==> src/rtl/spi_master.sv <==
// -----------------------------------------------------------------------------
// spi_master
//
// Purpose:
//    SPI master (mode 0, MSB first) for the SPI memory slave. Each accepted
//    request runs one 16-bit frame: 7-bit address, read/write bit, 8 data
//    bits. On read frames the last 8 bits sampled from miso are returned on
//    rdata when the frame completes.
//
// Frame timing (D = CLK_DIV, accept sampled at the edge closing cycle t):
//    t+1            : cs low, mosi = addr[6], busy high      (SETUP, D cycles)
//    t+1+D*(1+2k)   : sclk rises, miso sampled               (SHIFT, 32*D cycles)
//    t+1+D*(2+2k)   : sclk falls, mosi advances
//    t+1+33*D       : HOLD, sclk low, mosi low               (HOLD, D cycles)
//    t+1+34*D       : cs high, done pulse, busy low
//
// Parameters:
//    CLK_DIV  SCLK half-period in clk cycles, 1..255.
//
// Ports:
//    clk      in   system clock, rising edge
//    reset_n  in   synchronous active-low reset
//    start    in   frame request, accepted only while idle
//    rw       in   1 = read, 0 = write (latched on accept)
//    addr     in   [6:0] memory address (latched on accept)
//    wdata    in   [7:0] write data (latched on accept, ignored for reads)
//    busy     out  frame in progress
//    done     out  one-cycle completion pulse
//    rdata    out  [7:0] data of the most recent completed read
//    sclk     out  SPI clock, idles low
//    cs       out  chip select, active low
//    mosi     out  serial data to slave
//    miso     in   serial data from slave
// -----------------------------------------------------------------------------
module spi_master #(
   parameter int unsigned CLK_DIV = 16
) (
   input  logic       clk,
   input  logic       reset_n,
   input  logic       start,
   input  logic       rw,
   input  logic [6:0] addr,
   input  logic [7:0] wdata,
   output logic       busy,
   output logic       done,
   output logic [7:0] rdata,
   output logic       sclk,
   output logic       cs,
   output logic       mosi,
   input  logic       miso
);

   typedef enum logic [1:0] {
      S_IDLE  = 2'd0,
      S_SETUP = 2'd1,
      S_SHIFT = 2'd2,
      S_HOLD  = 2'd3
   } state_t;

   localparam logic [7:0] LP_HALF_LAST = 8'(CLK_DIV - 1);

   state_t      r_state;
   logic [7:0]  r_hcnt;     // cycle within the current half-period
   logic [4:0]  r_bcnt;     // half-period index within SHIFT, 0..31
   logic [15:0] r_tx;       // outgoing frame, MSB drives mosi
   logic [15:0] r_rx;       // incoming bits, shifted in at the LSB
   logic        r_rw;
   logic        r_busy;
   logic        r_done;
   logic        r_sclk;
   logic        r_cs;
   logic [7:0]  r_rdata;

   logic        w_half_end;
   logic        w_unused_rx;

   assign w_half_end  = (r_hcnt == LP_HALF_LAST);

   // The upper rx bits hold what the slave drove during the address/rw phase;
   // only the data byte is ever returned.
   assign w_unused_rx = ^r_rx[15:8];

   // mosi is the tx MSB itself: after the 16th shift the register is all
   // zeros, which gives mosi=0 through HOLD and IDLE without extra logic.
   assign mosi  = r_tx[15];
   assign sclk  = r_sclk;
   assign cs    = r_cs;
   assign busy  = r_busy;
   assign done  = r_done;
   assign rdata = r_rdata;

   always_ff @(posedge clk) begin
      if (!reset_n) begin
         r_state <= S_IDLE;
         r_hcnt  <= 8'd0;
         r_bcnt  <= 5'd0;
         r_tx    <= 16'd0;
         r_rx    <= 16'd0;
         r_rw    <= 1'b0;
         r_busy  <= 1'b0;
         r_done  <= 1'b0;
         r_sclk  <= 1'b0;
         r_cs    <= 1'b1;
         r_rdata <= 8'd0;
      end else begin
         r_done <= 1'b0;

         case (r_state)
            S_IDLE: begin
               r_cs   <= 1'b1;
               r_sclk <= 1'b0;
               if (start) begin
                  // Read frames send zeros in the data phase.
                  r_tx    <= {addr, rw, (rw ? 8'h00 : wdata)};
                  r_rw    <= rw;
                  r_hcnt  <= 8'd0;
                  r_bcnt  <= 5'd0;
                  r_busy  <= 1'b1;
                  r_cs    <= 1'b0;
                  r_state <= S_SETUP;
               end
            end

            S_SETUP: begin
               if (w_half_end) begin
                  // First rising edge: miso is sampled at the same clk edge
                  // that raises sclk.
                  r_hcnt  <= 8'd0;
                  r_sclk  <= 1'b1;
                  r_rx    <= {r_rx[14:0], miso};
                  r_state <= S_SHIFT;
               end else begin
                  r_hcnt <= r_hcnt + 8'd1;
               end
            end

            S_SHIFT: begin
               if (w_half_end) begin
                  r_hcnt <= 8'd0;
                  r_bcnt <= r_bcnt + 5'd1;
                  if (r_bcnt == 5'd31) begin
                     // Last (low) half-period done; sclk is already low.
                     r_state <= S_HOLD;
                  end else if (!r_bcnt[0]) begin
                     // Even half-periods are high: end with a falling edge.
                     r_sclk <= 1'b0;
                     r_tx   <= {r_tx[14:0], 1'b0};
                  end else begin
                     // Odd half-periods are low: end with a rising edge.
                     r_sclk <= 1'b1;
                     r_rx   <= {r_rx[14:0], miso};
                  end
               end else begin
                  r_hcnt <= r_hcnt + 8'd1;
               end
            end

            S_HOLD: begin
               if (w_half_end) begin
                  r_hcnt  <= 8'd0;
                  r_cs    <= 1'b1;
                  r_busy  <= 1'b0;
                  r_done  <= 1'b1;
                  r_state <= S_IDLE;
                  if (r_rw) begin
                     r_rdata <= r_rx[7:0];
                  end
               end else begin
                  r_hcnt <= r_hcnt + 8'd1;
               end
            end

            default: begin
               r_state <= S_IDLE;
            end
         endcase
      end
   end

endmodule
==> config.mk <==
export PLATFORM = sky130hd
export DESIGN_NAME = spi_master
export DESIGN_NICKNAME = d
export VERILOG_FILES = /design/src/rtl/spi_master.sv
export SDC_FILE = /design/constraint.sdc
export NUM_CORES = 1
export LEC_CHECK = 0
export ABC_AREA = 1
export CAP_MARGIN = 25
export CORE_MARGIN = 5
export CORE_UTILIZATION = 50
export CTS_CLUSTER_SIZE = 30
export DETAILED_ROUTE_END_ITERATION = 6
export HOLD_SLACK_MARGIN = 0.1
export MAX_ROUTING_LAYER = met4
export PLACE_DENSITY_LB_ADDON = 0.12
export SLEW_MARGIN = 15
export SYNTH_ARGS = -nofsm -noshare
export SYNTH_HDL_FRONTEND = slang
export SYNTH_SLANG_ARGS = --single-unit
==> constraint.sdc <==
create_clock -name clk -period 1.9 [get_ports clk]
set_input_delay 0.19 -clock clk [delete_from_list [all_inputs] [get_ports clk]]
set_output_delay 0.19 -clock clk [all_outputs]
set_load 0.03 [all_outputs]
==> flow_summary.toml, run 1 <==
[global_routing]
grt_usage_pct = 18.1
grt_pass1_wl_mm = 9.31
grt_max_degree = 39
first_global_vias = 2210
antenna_found_initial = 0
overflow = 0

[die]
rows = 26
die_w_microns = 82.4
start_util_pct = 51.3
core_sq_mm = 0.00511
num_io_pins = 33
die_y_microns = 82.4
fp.dieArea_sq_mm = 0.00678

[sta]
finalHoldWorstSlack_ns = 0.446
finalMaxSlewViolations = 0
setup_viol = 0
period_share_pct = 92.1
relSlewSlack_pct = 75.7
skew_ns = 0.00733
worst_pin_slew_ns = 0.364
hold_viol_final = 0
max_freq_mhz = 572
period_needed_ns = 1.75

[synthesis]
synth-seq-cells = 52
yosysTopAreaCell = "dfxtp_1"
seq_area_frac_synth_pct = 39.8
syn_avg_cell_area_sq_um = 6.80
yosys.area.top_type_share_pct = 39.8
synth_area_sq_mm = 0.00262
synth.distinct_cells = 29
syn_nets = 413
yosys_warnings = 0
yosys-top-cells-area = "dfxtp_1 (40%), nand2_1 (14%), inv_1 (9.7%), nor2_1 (7.9%), a21oi_1 (4.4%)"
syn_inst = 385

[pwr]
p_leak_uw = 0.00147
ir_drop_mv = 0.792
power_density_mw_per_mm2 = 1580

[worst_setup_path]
rr_startpoint = "r_state[0]"
cp-start-kind = "flip-flop"
path_cells = "inv_1 -> ha_1 -> nor2_1 -> nor2_2 -> inv_1 -> a21oi_4 -> nand2_4 -> nand2_1 -> inv_1 -> nor2_1"
worst-setup-path-type = "reg2reg"
worstPathRequired_ns = 2.15
cp-end-kind = "flip-flop"
cp.arrival_ns = 2.00
cpMaxStageDelayCell = "dfxtp_2"
slowest_delay_ns = 0.34
r2r_slack_ns = 0.15
cp_common_cell = "inv_1"
r2r_cells = 10
crit_end = "r_tx[12]"
cp_max_fo = 8
r2r_end = "r_tx[12]"
critPathLaunch = "r_state[0]"

[drt]
wl_per_cell_microns = 10.7
firstDrtPassIters = 4
via_per_inst = 4.71
drt_iter0_drc = 101
num_vias = 2359
ant_nets = 0
drc = 0
drt-total-wl_mm = 5.35

[placed_design]
portBuffers = 32
place.gp.congestion = 0.835
dp_hpwl_mm = 3.70

[min_path]
hold_path_class = "reg2reg"
holdPathStages = 2

[cells_and_area]
layout_common_cells = "nand2_1 (95), inv_1 (68), nor2_1 (54)"
final_nets = 458
n_fill_cell = 490
syn2layout_area_growth_pct = 24.4
drive_gt1_share_pct = 9.51
final_common_cell = "nand2_1"
n_antenna_cell = 0
finish.utilization_pct = 63.8
seq_area_sq_mm = 0.00104
multi_input_area_sq_mm = 0.00128

[job]
drv_cap = 0

[clock_network]
cts_sinks = 52
clk_pin_slew_worst_paths_ns = 0.10
clkLatencyLatePin_ns = 0.31
clockBufferDepth = 2
htree_levels = 2
cts_tree = "built"
cts_buffers = 5
clockRootBuffer = "clkbuf_8"

[outcome]
status = "completed"
## per-layer routing
layer	part of all wire [%]	vias to the layer above	global-route usage (%)	routed length [microns]
li1	-	1274	-	-
met1	46	1030	21.6	2470
met2	47	49	30.4	2520
met3	5.4	6	3.90	289
met4	1.4	0	5.48	77
met5	0	-	-	0
## synthesized netlist by cell type, drive strengths merged
cell / count
clkbuf: 2
nor3b: 1
nand3: 19
nor3: 4
o21bai: 4
a21oi: 24
o21ai: 18
dfxtp: 52
nor2: 58
nand4: 2
ha: 8
xor2: 1
buf: 9
nand2: 98
a22oi: 7
inv: 70
mux2i: 7
o31ai: 1
## logic make-up after synthesis
group	count (synthesis)	synth area share, %
compound gates	54	11.9
fa+ha+maj	8	3.82
simple gates	182	29.1
buf+inv	81	12.4
mux	7	2.68
flops	52	39.8
xor+xnor	1	0.335
## sequential cells by signal, indices dropped and copies added (netlist names)
name     count
r_hcnt       8
r_rw         1
sclk         1
r_bcnt       5
r_state      2
rdata        8
done         1
busy         1
r_tx        16
cs           1
r_rx         8
## cell type report
cell class / count / share of cell area, %
multi-input combinational: 253 / 39.4
sequential: 52 / 32.0
timing repair buffer: 48 / 14.3
inverter: 70 / 8.06
tap: 70 / 2.69
clock buffer: 5 / 2.11
clock inverter: 3 / 1.46
## critical path: cells and delay by family (launching register included)
kind                       cells  cell delay, ns
DFF                            1            0.34
buffers and inverters          3            0.23
AOI/OAI and AO/OA              1            0.28
and+or+nand+nor                5            0.58
adders and majority gates      1            0.25
## what timing repair did
item / in CTS / in global routing
hold buffers: 0 / 0
endpoints found under the setup margin: 0 / 28
gates resized for setup: 0 / 8
setup buffers: 0 / 5
## where the power goes
| group | total [uW] | internal, uW | switching (uW) |
|---|---|---|---|
| Sequential | 1580 | 1410 | 171 |
| Combinational | 2780 | 1130 | 1650 |
| Clock | 777 | 397 | 380 |
## worst min-delay path by stage
stage | from | end | slack, ns
final | rdata[6] | rdata[6] | 0.45
after global routing | rdata[5] | rdata[5] | 0.47
after CTS | rdata[6] | rdata[6] | 0.45
after detailed placement | rdata[6] | rdata[6] | 0.44
after global placement | rdata[5] | rdata[5] | 0.43
after floorplan | rw | r_rw | 0.35
## through the flow
stage	setup TNS [ns]	setup WS, ns	instance area [sq um]	total power, uW	std cells
after floorplan	0	0.0283	2620	3510	385
after global routing	-0.00885	-0.00659	3260	5680	501
final	0	0.151	3260	5140	501
after CTS	0	0.00980	3180	4900	495
after detailed placement	0	0.0616	3060	4100	487
after global placement	0	0.0790	3060	4060	487
Note: power is estimated with default switching activity, not from simulation.
==> inputs of run 2 (changes only) <==
--- a/config.mk
+++ b/config.mk
@@ -7,13 +7,14 @@
 export LEC_CHECK = 0
 export ABC_AREA = 1
 export CAP_MARGIN = 25
-export CORE_MARGIN = 5
+export CORE_MARGIN = 2
 export CORE_UTILIZATION = 50
 export CTS_CLUSTER_SIZE = 30
 export DETAILED_ROUTE_END_ITERATION = 6
 export HOLD_SLACK_MARGIN = 0.1
 export MAX_ROUTING_LAYER = met4
 export PLACE_DENSITY_LB_ADDON = 0.12
+export SETUP_SLACK_MARGIN = 0.02
 export SLEW_MARGIN = 15
 export SYNTH_ARGS = -nofsm -noshare
 export SYNTH_HDL_FRONTEND = slang
==> flow_summary.toml, run 2 (synthesized netlist as in run 1, its figures left out) <==
[worst_setup_path]
cp_max_fo = 8
cp-end-kind = "flip-flop"
crit_family = "buffers and inverters"
slowest_delay_ns = 0.36
r2r_cells = 12
worstPathRequired_ns = 2.15
path_cells = "inv_1 -> ha_1 -> inv_1 -> nor2_4 -> nor2_2 -> inv_1 -> a21oi_4 -> buf_12 -> nand2_4 -> nand2_1 -> inv_1 -> nor2_1"
cp.depth = 12
cp-start-kind = "flip-flop"
worst-setup-path-type = "reg2reg"
cpMaxStageDelayCell = "dfxtp_2"
cp_common_cell = "inv_1"
cp.arrival_ns = 1.98
worst-path-buf-inv = 5

[cells_and_area]
regMostFlops = "r_tx"
drive_gt1_share_pct = 9.49
layout_common_cells = "nand2_1 (95), inv_1 (68), nor2_1 (54)"
syn2layout_area_growth_pct = 23.0
n_fill_cell = 485
final_common_cell = "nand2_1"
seq_area_sq_mm = 0.00104
finish.utilization_pct = 63.5
largest_reg_flops = 16
multi_input_area_sq_mm = 0.00128
n_antenna_cell = 0
final_nets = 460

[sta]
skew_ns = 0.00400
rsz0062_at_grt = "false"
max_freq_mhz = 577
period_needed_ns = 1.73
setup_viol = 0
period_share_pct = 91.2
hold_viol_final = 0
worst_pin_slew_ns = 0.376
tns_ns = 0
relSlewSlack_pct = 74.9
finalMaxSlewViolations = 0

[drt]
drt-total-wl_mm = 5.30
firstDrtPassIters = 4
num_vias = 2382
drc = 0
via_per_inst = 4.75
wl_per_cell_microns = 10.6
ant_nets = 0
drt_iter0_drc = 108

[global_routing]
grt_max_degree = 39
overflow = 0
grt_usage_pct = 19.6
antenna_found_initial = 0
grt_pass1_wl_mm = 9.19
first_global_vias = 2120

[clock_network]
clockRootBuffer = "clkbuf_8"
cts_buffers = 5
htree_levels = 2
cts_tree = "built"
clockBufferDepth = 2
cts_sinks = 52
clk_pin_slew_worst_paths_ns = 0.09
clkLatencyLatePin_ns = 0.30
hold_buffers = 0

[die]
die_w_microns = 76.4
rows = 26
die_y_microns = 76.4
fp.dieArea_sq_mm = 0.00583
core_sq_mm = 0.00507
num_io_pins = 33
start_util_pct = 51.6

[placed_design]
portBuffers = 32
place.gp.congestion = 0.804
dp_hpwl_mm = 3.74

[pwr]
ir_drop_mv = 0.896
p_leak_uw = 0.00146
power_density_mw_per_mm2 = 1550

[job]
drv_cap = 0

[min_path]
hold_path_class = "reg2reg"
holdPathStages = 2

[outcome]
status = "completed"
## run 2: changes by cell type in the layout (fill, tap and decap cells not counted), moves of 2 or more
cell and delta:
clkinv_4 -2, buf_4 +3, o21ai_0 -3, o21ai_1 +3
## run 2: stage by stage
stage / setup slack (ns) / cell area [sq um] / std cells / total power, uW / hold slack (ns)
3_3_place_gp: 0.0871 / 3080 / 491 / 4110 / 0.431
6_report: 0.168 / 3220 / 502 / 4980 / 0.446
3_5_place_dp: 0.0323 / 3080 / 491 / 4160 / 0.435
5_1_grt: 0.0175 / 3220 / 502 / 5510 / 0.468
4_1_cts: 0.0214 / 3160 / 498 / 4770 / 0.449
2_1_floorplan: 0.0283 / 2620 / 385 / 3510 / 0.353
## run 2: report_power, final
| group | internal [uW] | leakage [uW] | switching [uW] | total, uW |
|---|---|---|---|---|
| clock network | 250 | 0.0000400 | 358 | 608 |
| logic | 1140 | 0.000997 | 1640 | 2780 |
| registers | 1410 | 0.000426 | 178 | 1590 |
## run 2: area by class of cell
cell class / count / share of cell area, %
clock inverter: 2 / 0.389
clock buffer: 5 / 2.14
multi-input combinational: 253 / 39.6
tap: 70 / 2.72
sequential: 52 / 32.4
inverter: 70 / 8.16
timing repair buffer: 50 / 14.5
## run 2: worst register-to-register path, stage by stage (launching register included)
cell	delay, ns
dfxtp_2	0.36
inv_1	0.09
ha_1	0.24
inv_1	0.12
nor2_4	0.08
nor2_2	0.13
inv_1	0.09
a21oi_4	0.15
buf_12	0.14
nand2_4	0.09
nand2_1	0.08
inv_1	0.04
nor2_1	0.08
## run 2: worst paths after layout
check / startpoint / endpoint / slack, ns
setup / recovery: r_state[0] / r_tx[6] / 0.17
hold / removal: rdata[6] / rdata[6] / 0.45
setup reg to reg: r_state[0] / r_tx[6] / 0.17
hold reg to reg: rdata[6] / rdata[6] / 0.45
## run 2: metal layers
metal	GRT usage, %	wire (microns)	vias to the layer above
met5	-	0	-
met2	33.6	2430	37
met3	4.50	176	7
li1	-	-	1276
met4	4.91	70	0
met1	23.2	2620	1062
## run 2: what timing repair did
item                                    4_1_cts  5_1_grt
setup buffers                                 0        3
endpoints found under the setup margin        0       33
resized for setup                             0       10
